### src/rtl/dsp_m36_serializer.sv
// dsp_m36_serializer: splits each 36-bit product word into two 18-bit beats.
// Ports:
//   clk, reset (sync, active-high), ce (clock enable, freezes all state)
//   in_data[35:0] / in_valid / in_ready   : word input handshake
//   out_data[17:0] / out_valid / out_ready : beat output handshake
//   out_last     : high on the second (final) beat of a word
//   word_count   : completed words, wraps at 16 bits
//   out_parity   : even parity of out_data (only with DSP_M36_SER_PARITY_EN)
// Parameter LSB_FIRST: 1 sends in_data[17:0] first, 0 sends in_data[35:18] first.
// Optional feature macro: DSP_M36_SER_PARITY_EN adds the out_parity port.

module dsp_m36_serializer #(
    parameter int unsigned LSB_FIRST = 1
) (
    input  logic        clk,
    input  logic        reset,
    input  logic        ce,
    input  logic [35:0] in_data,
    input  logic        in_valid,
    output logic        in_ready,
    output logic [17:0] out_data,
    output logic        out_valid,
    input  logic        out_ready,
    output logic        out_last,
    output logic [15:0] word_count
`ifdef DSP_M36_SER_PARITY_EN
    ,
    output logic        out_parity
`endif
);

    typedef enum logic [1:0] {
        IDLE  = 2'd0,
        BEAT0 = 2'd1,
        BEAT1 = 2'd2
    } state_t;

    state_t      state;
    state_t      state_next;
    logic [35:0] hold;
    logic [15:0] wcount;
    logic        in_xfer;
    logic        out_xfer;
    logic [17:0] first_half;
    logic [17:0] second_half;

    // Both handshakes are already qualified by ce through in_ready/out_valid.
    assign in_xfer  = in_valid & in_ready;
    assign out_xfer = out_valid & out_ready;

    // State register
    always_ff @(posedge clk) begin
        if (reset) begin
            state <= IDLE;
        end else if (ce) begin
            state <= state_next;
        end
    end

    // Next-state logic
    always_comb begin
        state_next = state;
        unique case (state)
            IDLE: begin
                if (in_xfer) begin
                    state_next = BEAT0;
                end
            end
            BEAT0: begin
                if (out_xfer) begin
                    state_next = BEAT1;
                end
            end
            BEAT1: begin
                // A new word can only arrive together with the final beat.
                if (out_xfer) begin
                    state_next = in_xfer ? BEAT0 : IDLE;
                end
            end
            default: state_next = IDLE;
        endcase
    end

    // Hold register and completed-word counter
    always_ff @(posedge clk) begin
        if (reset) begin
            hold <= 36'd0;
        end else if (in_xfer) begin
            hold <= in_data;
        end
    end

    always_ff @(posedge clk) begin
        if (reset) begin
            wcount <= 16'd0;
        end else if (out_xfer && state == BEAT1) begin
            wcount <= wcount + 16'd1;
        end
    end

    // Output logic
    always_comb begin
        if (LSB_FIRST != 0) begin
            first_half  = hold[17:0];
            second_half = hold[35:18];
        end else begin
            first_half  = hold[35:18];
            second_half = hold[17:0];
        end
        in_ready   = ce & ((state == IDLE) | ((state == BEAT1) & out_ready));
        out_valid  = ce & (state != IDLE);
        out_last   = (state == BEAT1);
        out_data   = (state == BEAT1) ? second_half : first_half;
        word_count = wcount;
    end

`ifdef DSP_M36_SER_PARITY_EN
    assign out_parity = ^out_data;
`endif

endmodule

### config.mk
export PLATFORM = sky130hd
export DESIGN_NAME = dsp_m36_serializer
export DESIGN_NICKNAME = d
export VERILOG_FILES = /design/src/rtl/dsp_m36_serializer.sv
export SDC_FILE = /design/constraint.sdc
export NUM_CORES = 1
export LEC_CHECK = 0
export ABC_AREA = 0
export CORE_AREA = 5 5 89 91
export DETAILED_ROUTE_END_ITERATION = 12
export DIE_AREA = 0 0 94 96
export GPL_ROUTABILITY_DRIVEN = 0
export MAX_ROUTING_LAYER = met4
export SYNTH_ARGS = -nofsm -noshare
export SYNTH_HDL_FRONTEND = slang
export SYNTH_SLANG_ARGS = --single-unit
### constraint.sdc
create_clock -name clk -period 1.9 [get_ports clk]
set_input_delay 0.285 -clock clk [delete_from_list [all_inputs] [get_ports clk]]
set_output_delay 0.285 -clock clk [all_outputs]
set_load 0.005 [all_outputs]
==> flow_summary.json <==
{
  "die_w_um": 94,
  "rows": 31,
  "antenna_found_initial": 0,
  "fill_cells": 686,
  "n_antenna_cell": 0,
  "die-area_um2": 9024,
  "yosysUniqueCellTypes": 38,
  "wirelength_um": 5711,
  "crit_path_end": "out_data[0]",
  "layout_common_cells": "56 x clkdlybuf4s50_1, 54 x nor2_1, 53 x dfxtp_1, 37 x mux2i_1, 18 x mux2_2",
  "fmax_mhz": 542.2,
  "setup_violations": 0,
  "synth-compound-area-share_pct": 2.724,
  "worst-path-max-fanout": 8,
  "cts_buffers": 5,
  "synth_fa_ha_area_share_pct": 0.5238,
  "cp_cell_sequence": "nand2b_4 -> buf_12 -> mux2_2 -> dlygate4sd2_1",
  "setup_tns_ns": 0,
  "synth_top_family_by_area": "multiplexers",
  "hp-class": "input port to flip-flop",
  "start_util_pct": 33.84,
  "irDropWorstVdd_mv": 0.2664,
  "outcome": "finished clean",
  "grt_overflow": 0,
  "switching_power_w": 0.0005219,
  "powerDensity_nw_per_um2": 619.8,
  "skew_ns": 0.007067,
  "syn-num-nets": 281,
  "period_needed_ns": 1.844,
  "cp_slowest_cell": "dfxtp_2",
  "min_path_cells": 2,
  "cts_max_path_buffers": 2,
  "max_cap_viol_count": 0,
  "port_buffers": 77,
  "cp_slowest_stage_delay_ns": 0.34,
  "rsz0062_at_grt": "false",
  "remaining_drc_errors": 0,
  "die_h_um": 96,
  "p_leak_nw": 1.592,
  "path_depth": 4,
  "pwr-share-seq_pct": 55.5,
  "clk_latency_ns": 0.30,
  "num_vias": 1920,
  "reg2reg_slack_ns": 0.30,
  "combPwrFrac_pct": 14.1,
  "ys_ff_latch": 54,
  "tightest_slew_ns": 0.6087,
  "yosys.area_share.simple_pct": 19.38,
  "layout.nets": 366,
  "synthMuxAreaShare_pct": 24.62,
  "path_delay_family": "buffers and inverters",
  "required_ns": 1.62,
  "cts_tree": "done",
  "grt.total_usage_pct": 12.95,
  "ff2ff_path_depth": 6,
  "ant_nets": 0,
  "syn_area_um2": 2389,
  "drv_slew": 0,
  "r2r_start": "state[1]",
  "synth_edf_count": 0,
  "final_common_cell": "clkdlybuf4s50_1",
  "fin_area_um2": 3462,
  "ys_seq_area_share_pct": 45.26,
  "place_area_um2": 3358,
  "cp.buffers_inverters": 2,
  "dr.pass1.iters": 4,
  "startpoint": "state[0]",
  "cts_root_buf": "clkbuf_8",
  "relSlewSlack_pct": 59.42,
  "post-route-util_pct": 49.04,
  "h-tree-depth": 2,
  "crit_path_end_kind": "primary output",
  "synth_warnings": 0,
  "io_pins": 78,
  "p_clk_share_pct": 30.4,
  "hold_viol": 0,
  "dr.first_iter.drc_count": 44,
  "synthFlopType": "dfxtp_1",
  "area_delta_synth_final_pct": 44.94,
  "async_reset_ff_share_pct": 0,
  "layout-drive-gt1-share_pct": 16.62,
  "syn_inst": 239,
  "wl_per_cell_um": 13.47,
  "clock-sinks": 54,
  "synthXorXnorAreaFrac_pct": 4.034,
  "grt_max_degree": 37,
  "synth_area_per_cell_um2": 9.994,
  "rr_endpoint": "hold[24]",
  "critPathKind": "flip-flop to primary output",
  "switching_share_pct": 24.32,
  "worstSetupStartpointType": "flip-flop",
  "p_int_w": 0.001624,
  "grt_pass1_vias": 1871,
  "clk_pin_slew_worst_paths_ns": 0.10,
  "cp.arrival_ns": 1.56,
  "hpwl_um": 3957,
  "core_um2": 7059,
  "vias_per_cell": 4.528,
  "grt_pass1_wl_um": 9059,
  "fin_crit_sh_pct": 97.07
}
kinds of logic (layout without fill, tap and decap cells):
kind of cell	after synthesis	in the layout
DFF	54	54
buffers and inverters	17	103
xor gates and xnor gates	11	11
adders and majority gates	1	1
muxes	56	56
and+or+nand+nor	90	90
AOI/OAI and AO/OA	10	10
how the worst min path moves through the flow:
stage,slack [ns],to,from
floorplan,0.43,hold[0],in_data[0]
global placement,0.47,hold[4],hold[4]
detailed placement,0.48,hold[2],hold[2]
CTS,0.47,hold[24],reset
global route,0.49,hold[21],reset
finish,0.48,hold[21],reset
Yosys cell counts, types with 2 or more instances:
cell type | n | share of area, %
clkbuf_1 | 7 | 1.1
a21oi_1 | 4 | 0.84
buf_4 | 4 | 1.3
nor4_1 | 2 | 0.52
xnor2_1 | 8 | 2.9
xor2_1 | 3 | 1.1
nand2b_1 | 2 | 0.52
dfxtp_1 | 54 | 45
nor2b_1 | 2 | 0.52
nand3_1 | 6 | 1.3
buf_2 | 3 | 0.63
mux2_2 | 18 | 8.5
nor2_1 | 54 | 8.5
mux2i_1 | 37 | 16
nand2_1 | 5 | 0.79
nor3_1 | 3 | 0.63
inv_1 | 3 | 0.47
nand4_1 | 4 | 1.0
per-stage QoR:
step / hold slack [ns] / setup slack, ns / power [W] / cells
2_1_floorplan: 0.4289 / 0.3264 / 0.001359 / 239
3_3_place_gp: 0.4679 / -0.03251 / 0.001529 / 414
3_5_place_dp: 0.4821 / -0.07459 / 0.001532 / 414
4_1_cts: 0.4669 / -0.05835 / 0.002184 / 424
5_1_grt: 0.4923 / 0.005817 / 0.002261 / 424
6_report: 0.4793 / 0.05567 / 0.002146 / 424
power groups by stage:
stage               clock network, W  registers [W]  logic, W
floorplan                          0        0.00121  0.000146
global placement                   0        0.00121  0.000315
detailed placement                 0        0.00122  0.000316
CTS                         0.000684        0.00119  0.000310
global route                0.000736        0.00120  0.000330
finish                      0.000653        0.00119  0.000303
registers in the layout, indices dropped and copies added (netlist names):
| signal | flops |
|---|---|
| hold | 36 |
| word_count | 16 |
| state | 2 |
timing repair:
action | 4_1_cts | 5_1_grt
resized for setup | 27 | 4
cloned | 1 | 0
hold buffers | 0 | 0
endpoints found under the setup margin | 19 | 9
buffers inserted | 1 | 0
metal layers:
| metal | global-route usage [%] | vias to the layer above | wire length [µm] |
|---|---|---|---|
| li1 | - | 992 | - |
| met1 | 17.85 | 875 | 2831 |
| met2 | 19.04 | 53 | 2546 |
| met3 | 3.440 | 0 | 333 |
| met4 | 2.888 | 0 | 0 |
| met5 | - | - | 0 |
area by class of cell:
cell class | count | area (µm²) | area share, %
clock buffers | 5 | 68.82 | 1.988
clock inverters | 3 | 23.77 | 0.6867
inverters | 3 | 11.26 | 0.3253
multi-input cells | 168 | 1249 | 36.07
flip-flops and latches | 54 | 1082 | 31.26
well taps | 99 | 123.9 | 3.578
repair buffers | 92 | 903.4 | 26.09
Power figures use the tool's default switching activity.
